`config.mk`:
```
export PLATFORM = sky130hd
export DESIGN_NAME = keypad_scanner
export DESIGN_NICKNAME = d
export VERILOG_FILES = /design/src/rtl/pong_kbd_pkg.sv /design/src/rtl/keypad_debounce.sv /design/src/rtl/keypad_scanner.sv
export SDC_FILE = /design/constraint.sdc
export NUM_CORES = 1
export LEC_CHECK = 0
export ABC_AREA = 1
export CELL_PAD_IN_SITES_DETAIL_PLACEMENT = 1
export CELL_PAD_IN_SITES_GLOBAL_PLACEMENT = 1
export CORE_ASPECT_RATIO = 1.75
export CORE_MARGIN = 2
export CORE_UTILIZATION = 25
export DETAILED_ROUTE_END_ITERATION = 10
export PLACE_DENSITY_LB_ADDON = 0.1
export SETUP_SLACK_MARGIN = 0.5
export SLEW_MARGIN = 0
export SYNTH_ARGS = -nofsm -noshare
export SYNTH_HDL_FRONTEND = slang
export SYNTH_SLANG_ARGS = --single-unit
```
`constraint.sdc`:
```
create_clock -name i_clk -period 1.95 [get_ports i_clk]
set_clock_uncertainty 0.05 [all_clocks]
set_input_delay 0.2925 -clock i_clk [delete_from_list [all_inputs] [get_ports i_clk]]
set_output_delay 0.2925 -clock i_clk [all_outputs]
set_load 0.02 [all_outputs]
```
`src/rtl/pong_kbd_pkg.sv`:
```
// pong_kbd_pkg: shared types and helpers for the Pong keypad scanner.
//   scan_state_t  : scanner FSM states
//   KEY_NONE      : 5-bit scan result meaning "no key" (MSB set)
//   lowest_key()  : lowest set bit index of a 16-bit scan map, or KEY_NONE
package pong_kbd_pkg;

    localparam int NUM_ROWS = 4;
    localparam int NUM_COLS = 4;

    typedef enum logic [1:0] {
        ST_DRIVE  = 2'd0,
        ST_SAMPLE = 2'd1,
        ST_EVAL   = 2'd2
    } scan_state_t;

    localparam logic [4:0] KEY_NONE = 5'b1_0000;

    function automatic logic [4:0] lowest_key(input logic [15:0] map);
        logic [4:0] k;
        k = KEY_NONE;
        // Walk downwards so the last hit written is the lowest index.
        for (int i = 15; i >= 0; i--) begin
            if (map[i]) k = {1'b0, i[3:0]};
        end
        return k;
    endfunction

endpackage

```
`src/rtl/keypad_debounce.sv`:
```
// keypad_debounce: accepts a scan result only after DEBOUNCE_SCANS identical
// consecutive scans, then updates the held key outputs.
// Optional feature macro: KEYPAD_STROBE_EN (adds o_key_strobe).
// Ports:
//   i_clk, i_rst_n   clock, async active-low reset
//   i_eval           one-cycle strobe, i_result valid
//   i_result [4:0]   scan result (KEY_NONE when no key)
//   o_key [3:0]      last accepted key index
//   o_keypressed     high while an accepted key is held
//   o_key_strobe     (KEYPAD_STROBE_EN) one-cycle pulse on a new accepted press
module keypad_debounce
    import pong_kbd_pkg::*;
#(
    parameter int DEBOUNCE_SCANS = 4
) (
    input  logic       i_clk,
    input  logic       i_rst_n,
    input  logic       i_eval,
    input  logic [4:0] i_result,
    output logic [3:0] o_key,
`ifdef KEYPAD_STROBE_EN
    output logic       o_key_strobe,
`endif
    output logic       o_keypressed
);

    localparam logic [3:0] DS = 4'(DEBOUNCE_SCANS);

    logic [4:0] r_cand;
    logic [3:0] r_cnt;
    logic [3:0] r_key;
    logic       r_kp;
    logic [3:0] w_cnt_nxt;
    logic       w_accept;

    always_comb begin
        w_cnt_nxt = 4'd1;
        if (i_result == r_cand) begin
            w_cnt_nxt = (r_cnt >= DS) ? DS : r_cnt + 4'd1;
        end
        w_accept = i_eval && (w_cnt_nxt == DS);
    end

    always_ff @(posedge i_clk or negedge i_rst_n) begin
        if (!i_rst_n) begin
            r_cand <= KEY_NONE;
            r_cnt  <= 4'd0;
            r_key  <= 4'd0;
            r_kp   <= 1'b0;
        end else if (i_eval) begin
            r_cand <= i_result;
            r_cnt  <= w_cnt_nxt;
            if (w_accept) begin
                if (!i_result[4]) begin
                    r_key <= i_result[3:0];
                    r_kp  <= 1'b1;
                end else begin
                    r_kp  <= 1'b0;
                end
            end
        end
    end

`ifdef KEYPAD_STROBE_EN
    logic r_strobe;

    // A re-accept of the key already held is not a new press.
    always_ff @(posedge i_clk or negedge i_rst_n) begin
        if (!i_rst_n) begin
            r_strobe <= 1'b0;
        end else begin
            r_strobe <= w_accept && !i_result[4] &&
                        (!r_kp || (r_key != i_result[3:0]));
        end
    end

    assign o_key_strobe = r_strobe;
`endif

    assign o_key        = r_key;
    assign o_keypressed = r_kp;

endmodule

```
`src/rtl/keypad_scanner.sv`:
```
// keypad_scanner: scans a 4x4 active-low matrix keypad, debounces it and
// presents the accepted key index and a held flag.
// Optional feature macro: KEYPAD_STROBE_EN (adds o_key_strobe).
// Ports:
//   i_clk          system clock
//   i_rst_n        async active-low reset
//   i_row [3:0]    keypad rows, active-low, asynchronous
//   o_col [3:0]    column drive, active-low, one-cold
//   o_key [3:0]    accepted key index (row*4 + col)
//   o_keypressed   high while an accepted key is held
//   o_key_strobe   (KEYPAD_STROBE_EN) one-cycle pulse on a new accepted press
//
// state     | meaning
// ----------+-----------------------------------------------------------
// ST_DRIVE  | column driven, dwell counter running 0..DWELL-2
// ST_SAMPLE | dwell counter at DWELL-1, rows captured, column advances
// ST_EVAL   | full map complete, result to debouncer, map cleared
module keypad_scanner
    import pong_kbd_pkg::*;
#(
    parameter int CLK_HZ         = 50_000_000,
    parameter int COL_HZ         = 4_000,
    parameter int DEBOUNCE_SCANS = 4
) (
    input  logic       i_clk,
    input  logic       i_rst_n,
    input  logic [3:0] i_row,
    output logic [3:0] o_col,
    output logic [3:0] o_key,
`ifdef KEYPAD_STROBE_EN
    output logic       o_key_strobe,
`endif
    output logic       o_keypressed
);

    localparam int DWELL_RAW = CLK_HZ / COL_HZ;
    localparam int DWELL     = (DWELL_RAW < 4) ? 4 : DWELL_RAW;
    localparam int CW        = $clog2(DWELL);
    localparam logic [CW-1:0] CNT_PRE = CW'(DWELL - 2);

    logic [3:0]  r_row_meta;
    logic [3:0]  r_row_sync;
    scan_state_t r_state;
    scan_state_t w_next;
    logic [CW-1:0] r_cnt;
    logic [1:0]  r_col;
    logic [15:0] r_map;
    logic [15:0] w_col_hits;
    logic [4:0]  w_result;
    logic        w_eval;

    always_ff @(posedge i_clk or negedge i_rst_n) begin
        if (!i_rst_n) begin
            r_row_meta <= 4'hF;
            r_row_sync <= 4'hF;
        end else begin
            r_row_meta <= i_row;
            r_row_sync <= r_row_meta;
        end
    end

    always_ff @(posedge i_clk or negedge i_rst_n) begin
        if (!i_rst_n) r_state <= ST_DRIVE;
        else          r_state <= w_next;
    end

    always_comb begin
        w_next = r_state;
        w_eval = 1'b0;
        case (r_state)
            ST_DRIVE:  if (r_cnt == CNT_PRE) w_next = ST_SAMPLE;
            ST_SAMPLE: w_next = (r_col == 2'd3) ? ST_EVAL : ST_DRIVE;
            ST_EVAL: begin
                w_eval = 1'b1;
                w_next = ST_DRIVE;
            end
            default:   w_next = ST_DRIVE;
        endcase
    end

    // Hits for the currently driven column, placed at bit row*4+col.
    always_comb begin
        w_col_hits = 16'd0;
        for (int r = 0; r < NUM_ROWS; r++) begin
            w_col_hits[{r[1:0], r_col}] = ~r_row_sync[r];
        end
    end

    always_ff @(posedge i_clk or negedge i_rst_n) begin
        if (!i_rst_n) begin
            r_cnt <= '0;
            r_col <= 2'd0;
            r_map <= 16'd0;
        end else begin
            case (r_state)
                ST_DRIVE: r_cnt <= r_cnt + 1'b1;
                ST_SAMPLE: begin
                    r_cnt <= '0;
                    r_col <= r_col + 2'd1;
                    r_map <= r_map | w_col_hits;
                end
                ST_EVAL:  r_map <= 16'd0;
                default: begin
                    r_cnt <= '0;
                    r_col <= 2'd0;
                    r_map <= 16'd0;
                end
            endcase
        end
    end

    assign o_col    = ~(4'b0001 << r_col);
    assign w_result = lowest_key(r_map);

    keypad_debounce #(
        .DEBOUNCE_SCANS(DEBOUNCE_SCANS)
    ) u_debounce (
        .i_clk        (i_clk),
        .i_rst_n      (i_rst_n),
        .i_eval       (w_eval),
        .i_result     (w_result),
        .o_key        (o_key),
`ifdef KEYPAD_STROBE_EN
        .o_key_strobe (o_key_strobe),
`endif
        .o_keypressed (o_keypressed)
    );

endmodule

```
# Word-level counts from Yosys, hierarchy flattened
# Index checks and enable logic that the tools add are counted.
# word_totals
register_bits	56
in_bits	6
out_inout_bits	9
elab_cells	84
# op_classes
add_sub_neg	3
magnitude_cmp	9
eq_ne	7
n_shift	1
mux	37
bitwise_logic	8
n_reduce_logical	9
# ops
cell	count
$mux W5	16
$bwmux W16	3
$pmux W16 S2	1
$pmux W14 S2	1
$and A16 B4 Y16	1
$or A16 B16 Y16	1
$add A14 B1 Y14 const B	1
$eq A14 B14 Y1 const B	1
$lt A4 B5 Y1 const B	2
$demux W1 S2	4
$ge A4 B1 Y1 const B	2
$mux W4	2
$pmux W2 S2	2
$mux W1	6
$eq A5 B5 Y1	1
$logic_and A1 B1 Y1	5
$lt A2 B5 Y1 const B	1
$lt A3 B5 Y1 const B	1
$not A1 Y1	5
$add A4 B1 Y4 const B	1
$eq A2 B2 Y1 const B	2
$eq A4 B3 Y1 const B	1
$ge A4 B3 Y1 const B	1
$mux W2	2
11 further kinds	11

# Longest topological paths before layout
# Gate-level depths: netlist of the first run.
# logic_depth
depth_word	21
ltp_mapped	22
ltp_nobuf	22

# Cells and area by module
# Synthesis of the first run repeated with hierarchy kept, for this count alone.
# unflattened
hier_cells	298
hier_area_um2	2683.8
# modules_own_cells
mod	instances	cells_each	area_per_inst_um2	seq_area_each_um2
keypad_scanner	1	203	1941.9	1061.0
keypad_debounce	1	95	742.0	351.6

# Least setup slack after synthesis of the first run
# OpenSTA, ideal clock, no wires.
# synth_timing
path_kind	register to register
start	reg r_map[1]
end	reg u_debounce.r_key[0], in the netlist u_debounce.o_key[0]
arrival_ns	1.870
path_slack_ns	-0.035
stages_incl_launch_ff	16
n_path_buf	0
path_cell_list	dfrtp_1 -> nor2_1 -> nand3_1 -> nor2_1 -> nand2_2 -> xor2_1 -> nand2_1 -> nor2_2 -> o21ai_2 -> nor2_4 -> nand2_2 -> nor2_4 -> nand3_2 -> nor2_4 -> nand3_1 -> nand2_1
# synth_between
elab_chain_len	7
# synth_lines
element	line	rtl
start, declared	keypad_scanner.sv:47	logic [15:0] r_map;
start signal, assigned	keypad_scanner.sv:100	r_map <= r_map | w_col_hits;
$mux W5 (*) (2 in a row)	pong_kbd_pkg.sv:23	if (map[i]) k = {1'b0, i[3:0]};
$eq A5 B5 Y1	keypad_debounce.sv:38	if (i_result == r_cand) begin
$mux W4	keypad_debounce.sv:38	
$eq A4 B3 Y1	keypad_debounce.sv:41	w_accept = i_eval && (w_cnt_nxt == DS);
$logic_and A1 B1 Y1	keypad_debounce.sv:41	
$reduce_and A3 Y1 (no source line)	n/a	
end signal, assigned	keypad_debounce.sv:55	r_key <= i_result[3:0];
end, declared	keypad_debounce.sv:31	logic [3:0] r_key;
# Every way passes the cells marked *; elsewhere a longest branch is shown, timed or not.
# A chain may end at the register's enable or synchronous reset.

# Final worst setup path of the first run
# layout_timing
start	reg r_map[14]
end	reg u_debounce.r_key[1], in the netlist u_debounce.o_key[1]
# layout_between
elab_chain_len	20
# layout_lines
element	line
$mux W5 (*) (15 in a row)	pong_kbd_pkg.sv:23
$eq A5 B5 Y1	keypad_debounce.sv:38
$mux W4	keypad_debounce.sv:38
$eq A4 B3 Y1	keypad_debounce.sv:41
$logic_and A1 B1 Y1	keypad_debounce.sv:41
$reduce_and A3 Y1 (no source line)	n/a
# Marks and branches as above.

==> impl_results.rst, run 1 <==
.. list-table::
   :header-rows: 1

   * - Metric
     - Value
   * - Cell taking the most area after synthesis
     - sky130_fd_sc_hd__dfrtp_1
   * - Routed len/inst
     - about 15 um
   * - Buffer cell driving the clock tree root
     - sky130_fd_sc_hd__clkbuf_16
   * - Synthesis warning total
     - 0
   * - Slew at the pin closest to its max-slew limit
     - between 500 and 600 ps
   * - Library cell contributing the largest single delay on the critical path
     - sky130_fd_sc_hd__dfrtp_1
   * - Sequential share of the synthesized area
     - between 50% and 60%
   * - Nets in the synthesized netlist
     - approximately 310
   * - Number of max-cap violations
     - 0
   * - Final max-slew violation count
     - 0
   * - Horizontal extent of the die
     - around 82 um
   * - Total Power
     - roughly 2.2 mW
   * - Setup WS post-layout
     - -157 ps
   * - Die area
     - ~0.011 sq mm
   * - Placement Cell Area
     - 0.00320 sq mm
   * - Placeable core region
     - roughly 0.010 sq mm
   * - Num CTS Buffers
     - 5
   * - Violations in the final reports
     - negative setup slack
   * - Post-detailed-route via-to-cell ratio
     - 4.69
   * - Starting DRT DRC Count
     - 67
   * - Post-layout instance area
     - 0.00397 sq mm
   * - Status
     - complete, but fails checks
   * - Initial antenna violation count
     - 0
   * - Count of buffers inserted at the top-level ports
     - 14
   * - Signal arrival time at the worst endpoint
     - between 2000 and 2500 ps
   * - Period minus WS final
     - 2110 ps
   * - Ratio of cells with drive above 1 in the final layout
     - about 47%
   * - Post-Synthesis Mean Instance Area
     - 8.99 sq um
   * - Number of rows in the core area
     - 49
   * - HPWL after DPL
     - around 5.3 mm
   * - Number of routed nets with antenna violations
     - 0
   * - Register cell area after layout
     - 0.00142 sq mm
   * - Final worst-path cycle share
     - 108%
   * - Final number of hold-violating endpoints
     - 0
   * - Max-slew headroom
     - about 66%
   * - Skew-Pair Late Insertion Delay
     - slightly below 300 ps
   * - Area used by multi-input combinational logic
     - ~0.0013 sq mm
   * - Total Routed Length
     - between 7 and 8 mm
   * - Wire length of the first global-routing pass
     - about 13 mm
   * - Type of destination of the critical path
     - flop
   * - Kind of critical path
     - flop to flop
   * - RSZ-0062 raised after global routing
     - true
   * - Hold Slack
     - between 300 and 400 ps
   * - Number of placed I/O pins
     - 15
   * - Cell-by-cell trace of the critical path
     - inv_2 > buf_4 > nand3_4 > o21ai_2 > xor2_1 > o21ai_1 > nor2_2 > o21ai_2 > nor2_4 > nand2_2 > nor2_4 > nand3_2 > nor2_4 > nand3_1 > nand2_1
   * - Sort of element at the start of the critical path
     - flop
   * - Y dimension of the die
     - 140 um
   * - Post-Syn Instances
     - just under 300
   * - Power density cells
     - around 540 mW/mm^2
   * - Detailed-route DRC error count
     - 0
   * - Number of H-tree levels
     - 2
   * - Largest net degree at the start of global routing
     - 22
   * - CTS tree
     - done
   * - Number of clock sinks seen by CTS
     - 56
   * - Worst-case setup slack after placement
     - -262 ps
   * - Worst ir drop on vdd
     - 0.395 mV
   * - Worst endpoint required time
     - 2140 ps
   * - Flops & latches, synth
     - 56
   * - Endpoints failing setup
     - 7
   * - Clock transition at the register clock pins on the worst setup and hold paths after CTS
     - around 70 ps
   * - Static Leakage
     - about 1.8 nW
   * - CP Buf/Inv Count
     - 2
   * - Class of the tightest hold or removal check
     - flop to flop
   * - Cell with the most instances on the worst path
     - sky130_fd_sc_hd__nor2_4
   * - Number of nets in the finished design
     - around 390
   * - Number of antenna repair diodes
     - 0
   * - Residual overflow from global routing
     - 0
   * - Number of iterations in the first detailed-routing pass
     - 4
   * - Via count
     - ~2400
   * - Vias in the first global route
     - about 2600
   * - Layout filler cell count
     - about 1200
   * - CP max stage delay
     - ~400 ps
   * - Number of buffers on the longest clock path
     - 2
   * - Maximum clock frequency
     - around 0.47 GHz
   * - Weighted congestion at the end of routability-driven global placement
     - 0.755
   * - TNS Setup
     - -876 ps
   * - Max Fanout on Critical Path
     - 4
   * - Critical path's top delay family
     - simple AND/OR/NAND/NOR gates
   * - Synthesized area
     - around 0.0026 sq mm
   * - Starting density of the core
     - between 20% and 30%
   * - Largest cells by area after synthesis
     - sky130_fd_sc_hd__dfrtp_1, sky130_fd_sc_hd__dfstp_2, sky130_fd_sc_hd__nand2_1, sky130_fd_sc_hd__inv_1, sky130_fd_sc_hd__o32ai_1
   * - Layout-stage area growth over the synthesis result
     - 50.4%
   * - Portion of synthesized cell area occupied by the leading cell type
     - between 40% and 50%
   * - Distinct cells, synth
     - 29
   * - Total routing usage reported by global routing
     - between 10% and 20%
## layout by cell type (no fill, tap or decap), types with 2 or more instances in the layout
cell type,n
sky130_fd_sc_hd__o21ai_2,6
sky130_fd_sc_hd__dfrtp_2,2
sky130_fd_sc_hd__inv_4,6
sky130_fd_sc_hd__ha_4,4
sky130_fd_sc_hd__nor4_2,3
sky130_fd_sc_hd__inv_2,15
sky130_fd_sc_hd__nor2_2,8
sky130_fd_sc_hd__nand3_4,3
sky130_fd_sc_hd__o21ai_1,8
sky130_fd_sc_hd__nor3_1,2
sky130_fd_sc_hd__xor2_1,2
sky130_fd_sc_hd__inv_1,32
sky130_fd_sc_hd__ha_1,2
sky130_fd_sc_hd__buf_4,49
sky130_fd_sc_hd__o32ai_1,12
sky130_fd_sc_hd__dfrtp_1,45
sky130_fd_sc_hd__dlygate4sd2_1,5
sky130_fd_sc_hd__o21ai_0,7
sky130_fd_sc_hd__clkdlybuf4s50_1,4
sky130_fd_sc_hd__clkinv_4,2
sky130_fd_sc_hd__nor2_1,8
sky130_fd_sc_hd__nand3_1,6
sky130_fd_sc_hd__nand2_4,2
sky130_fd_sc_hd__nand3_2,11
sky130_fd_sc_hd__inv_6,2
sky130_fd_sc_hd__a21oi_1,9
sky130_fd_sc_hd__buf_6,18
sky130_fd_sc_hd__clkbuf_16,5
sky130_fd_sc_hd__buf_12,2
sky130_fd_sc_hd__o22ai_1,6
sky130_fd_sc_hd__nand2_1,43
sky130_fd_sc_hd__nand2_2,11
sky130_fd_sc_hd__nand4_1,4
sky130_fd_sc_hd__dfstp_2,9
sky130_fd_sc_hd__nor2_4,8
## final timing paths
kind,from,end,slack [ps],depth (start not counted)
setup / recovery,r_map[14],u_debounce.o_key[1],-160,15
hold reg to reg,r_row_meta[3],r_row_sync[3],310,0
hold / removal,r_row_meta[3],r_row_sync[3],310,0
setup reg to reg,r_map[14],u_debounce.o_key[1],-160,15
min in group asynchronous,i_rst_n,r_cnt[8],450,2
max in group asynchronous,i_rst_n,r_row_sync[1],840,3
## layout make-up
class,instances,share of cell area [%]
clock inverter,3,0.661
multi-input combinational,177,32.7
sequential,56,35.6
tap,127,4.00
timing repair buffer,80,17.9
inverter,56,5.98
clock buffer,5,3.15
## timing repair
action                                  4_1_cts  5_1_grt
resized for setup                           103       35
hold buffers                                  1        0
buffers inserted                             21       12
hold endpoints to repair                     12        0
cloned                                        0        0
pin swaps                                    21       22
endpoints found under the setup margin       39       35
## routing by layer
metal,global-route usage (%),wire length [um]
met3,2.06,108
met1,15.5,2840
met4,5.26,210
met5,0,0
met2,27.0,4320
## power breakdown
group / total [mW] / internal [mW] / switching [mW]
registers: 1.18 / 1.18 / 0.00631
logic: 0.0443 / 0.0172 / 0.0271
clock network: 0.927 / 0.487 / 0.441
## through the flow
stage          util, %  std cells
2_1_floorplan        -        294
3_5_place_dp      31.0        462
5_1_grt           38.6        504
4_1_cts           36.5        492
6_report          38.6        504
3_3_place_gp      31.0        462
## cell usage after synthesis, drive strengths merged
cell     n
xor2     3
o22ai    6
nand3   20
a22oi    1
clkbuf   5
a21o     1
dfrtp   47
o32ai   12
o21ai   21
dfstp    9
clkinv   1
a211oi   2
nor3     4
inv     55
nand2   56
nor4     5
nor2    24
ha       7
nand4    5
a21oi   10
## state kept, by name (all words and copies together), names as in the netlist
name,flops
u_debounce.r_cand,5
r_row_meta,4
r_cnt,14
u_debounce.o_keypressed,1
u_debounce.r_cnt,4
u_debounce.o_key,4
r_map,16
r_col,2
r_row_sync,4
r_state,2
## kinds of logic after synthesis
family	share of synthesized area (%)
adder cells (fa/ha/maj)	3.31
AO/OA/AOI/OAI	12.7
flip-flops	53.5
XOR/XNOR	0.994
buffers and inverters	8.66
AND/OR/NAND/NOR	20.9
Power figures use the tool's default switching activity.
==> run 2, diff against run 1 <==
- clock period: 1.95 -> 1.7 ns (I/O delays scaled with it)
==> impl_results.rst, run 2 (synthesis results as in run 1) <==
.. list-table::
   :header-rows: 1

   * - Metric
     - Value
   * - Status
     - complete, but fails checks
   * - Violations in the final reports
     - negative setup slack
   * - Initial antenna violation count
     - 0 (unchanged)
   * - Slew at the pin closest to its max-slew limit
     - 333 ps (-179 ps)
   * - Signal arrival time at the worst endpoint
     - 2250 ps (-40 ps)
   * - Y dimension of the die
     - 140 um (unchanged)
   * - Number of max-cap violations
     - 0 (unchanged)
   * - Weighted congestion at the end of routability-driven global placement
     - 0.749 (-0.81%)
   * - Number of antenna repair diodes
     - 0 (unchanged)
   * - Internal Dissipation
     - 2.06 mW (+23%)
   * - Num CTS Buffers
     - 5 (unchanged)
   * - CP max stage delay
     - 390 ps (about the same)
   * - Most frequent standard cell in the layout excluding fill and tap cells
     - sky130_fd_sc_hd__buf_4
   * - Ratio of cells with drive above 1 in the final layout
     - 58.6% (+12 points)
   * - Final worst-path cycle share
     - 124% (+16 points)
   * - Skew-Pair Late Insertion Delay
     - 290 ps (about the same)
   * - Clock transition at the register clock pins on the worst setup and hold paths after CTS
     - 70 ps (about the same)
   * - Combinational fraction of design power
     - 1.8% (-0.3 points)
   * - Layout-stage area growth over the synthesis result
     - 66.8%
   * - Top reg by flops
     - r_map
   * - Starting DRT DRC Count
     - 49 (-27%)
   * - Post-detailed-route via-to-cell ratio
     - 4.67 (-0.51%)
   * - Via count
     - 2408 (+1.9%)
   * - Residual overflow from global routing
     - 0 (unchanged)
   * - Switch share
     - 20.5% (-1.5 points)
   * - Switching Power
     - 0.532 mW (+12%)
   * - RSZ-0062 raised after global routing
     - true
   * - Flop pwr share
     - 52.5% (-2.4 points)
   * - Leading cell types in the layout, fill and taps excluded
     - sky130_fd_sc_hd__buf_4, sky130_fd_sc_hd__nand2_1, sky130_fd_sc_hd__dfrtp_1, sky130_fd_sc_hd__buf_6, sky130_fd_sc_hd__inv_1
   * - Number of routed nets with antenna violations
     - 0 (unchanged)
   * - Max-slew headroom
     - 77.8% (+12 points)
   * - Final Instance Count excl. Fillers
     - 516 (+2.4%)
   * - Wire length of the first global-routing pass
     - 13.3 mm (+4.7%)
   * - Final design utilization
     - 42.8% (+4.2 points)
   * - Period minus WS final
     - 2110 ps (+1.52 ps)
   * - Class of the tightest hold or removal check
     - flop to flop
   * - Sort of element at the start of the critical path
     - flop
   * - CTS tree
     - done
   * - Starting density of the core
     - 25.7% (unchanged)
   * - Final max-slew violation count
     - 0 (unchanged)
   * - Routed len/inst
     - 15.7 um (+6.0%)
   * - Count of buffers inserted at the top-level ports
     - 14 (unchanged)
   * - Power density cells
     - 588 mW/mm^2 (+8.5%)
   * - Setup WS post-layout
     - -409 ps (-252 ps)
   * - Worst-case setup slack after placement
     - -500 ps (-239 ps)
   * - Part of the power in the clock network
     - 45.7% (+2.6 points)
   * - Number of placed I/O pins
     - 15 (unchanged)
   * - Library cell contributing the largest single delay on the critical path
     - sky130_fd_sc_hd__dfrtp_1
   * - Type of destination of the critical path
     - flop
   * - Max reg flops
     - 16 (unchanged)
   * - Largest net degree at the start of global routing
     - 57 (+160%)
   * - Final number of hold-violating endpoints
     - 0 (unchanged)
   * - Endpoints failing setup
     - 8 (+1)
   * - Number of clock sinks seen by CTS
     - 56 (unchanged)
   * - Detailed-route DRC error count
     - 0 (unchanged)
   * - Total Routed Length
     - 8.11 mm (+8.5%)
   * - Vias in the first global route
     - 2663 (+2.4%)
   * - Cell with the most instances on the worst path
     - sky130_fd_sc_hd__nand2_1
   * - Worst endpoint required time
     - 1840 ps (-300 ps)
   * - Number of rows in the core area
     - 49 (unchanged)
   * - Cell-by-cell trace of the critical path
     - nor2_2 > nand3_2 > nor2_4 > nand2_2 > xor2_1 > nand2_1 > nor2_2 > o21ai_2 > nor2_4 > nand4_1 > nor2_1 > nand3_2 > nand2_1 > nand2_1
   * - Total routing usage reported by global routing
     - 15.1% (+0.77 points)
   * - Inst Count DP
     - 464 (+0.43%)
   * - Kind of critical path
     - flop to flop
   * - Static Leakage
     - 1.99 nW (+7.5%)
   * - Maximum clock frequency
     - 0.474 GHz (about the same)
   * - Horizontal extent of the die
     - 81.7 um (unchanged)
   * - Placeable core region
     - 0.0103 sq mm (unchanged)
   * - Max Fanout on Critical Path
     - 5 (+1)
   * - Number of buffers on the longest clock path
     - 2 (unchanged)
   * - HPWL after DPL
     - 5.06 mm (-4.7%)
   * - Buffer cell driving the clock tree root
     - sky130_fd_sc_hd__clkbuf_16
   * - TNS Setup
     - -2800 ps (-1930 ps)
   * - Number of nets in the finished design
     - 401 (+3.1%)
   * - Number of H-tree levels
     - 2 (unchanged)
   * - Die area
     - 0.0114 sq mm (unchanged)
   * - Total Power
     - 2.59 mW (+20%)
   * - Worst ir drop on vdd
     - 0.451 mV (+14%)
   * - Largest registers
     - r_map x16, r_cnt x14, u_debounce.r_cand x5
   * - Number of iterations in the first detailed-routing pass
     - 2 (-2)
[run 2: area by class of cell]
| cell class | instances | area, sq um |
|---|---|---|
| fill | 1153 | 5890 |
| tap | 127 | 159 |
| inverter | 56 | 240 |
| sequential | 56 | 1420 |
| clock buffer | 6 | 129 |
| multi-input combinational | 177 | 1560 |
| timing repair buffer | 92 | 860 |
| clock inverter | 2 | 35.0 |
[run 2: critical path, delay by kind of cell, from the launching register on]
family / cells / cell delay (ps)
AOI/OAI and AO/OA: 1 / 70
and+or+nand+nor: 12 / 1340
xor gates and xnor gates: 1 / 140
DFF: 1 / 390
[run 2: metrics by stage]
stage / hold slack, ps / cell area, sq um
detailed placement: 241 / 3230
global placement: 243 / 3230
global route: 306 / 4410
floorplan: -90.6 / 2700
finish: 308 / 4410
CTS: 306 / 3980
[run 2: path summary, 6_finish.rpt]
| path | startpoint | end | slack (ps) | cells after the start |
|---|---|---|---|---|
| setup / recovery | r_map[1] | u_debounce.o_key[2] | -410 | 14 |
| hold / removal | r_row_meta[3] | r_row_sync[3] | 310 | 0 |
| setup reg to reg | r_map[1] | u_debounce.o_key[2] | -410 | 14 |
| hold reg to reg | r_row_meta[3] | r_row_sync[3] | 310 | 0 |
| max in group asynchronous | i_rst_n | r_row_meta[0] | 840 | 3 |
| min in group asynchronous | i_rst_n | r_map[15] | 440 | 3 |
[run 2: timing repair]
item,4_1_cts,5_1_grt
resized for setup,153,67
endpoints found under the setup margin,49,48
cloned,1,0
hold buffers,1,0
buffers inserted,22,20
pin swaps,40,39
hold endpoints to repair,47,0
[run 2: layer usage]
metal | GRT usage [%] | share of wire (%) | vias to the layer above
li1 | - | - | 1157
met1 | 16.0 | 37 | 1225
met2 | 29.4 | 60 | 16
met3 | 1.93 | 1.5 | 10
met4 | 4.74 | 1.8 | 0
met5 | 0 | 0 | -
[run 2: power groups by stage]
stage | logic [mW] | clock network (mW) | registers [mW]
after floorplan | 0.000393 | 0 | 1.38
after global placement | 0.0464 | 0 | 1.38
after detailed placement | 0.0466 | 0 | 1.38
after CTS | 0.0486 | 1.23 | 1.36
after global routing | 0.0527 | 1.28 | 1.36
final | 0.0458 | 1.18 | 1.36
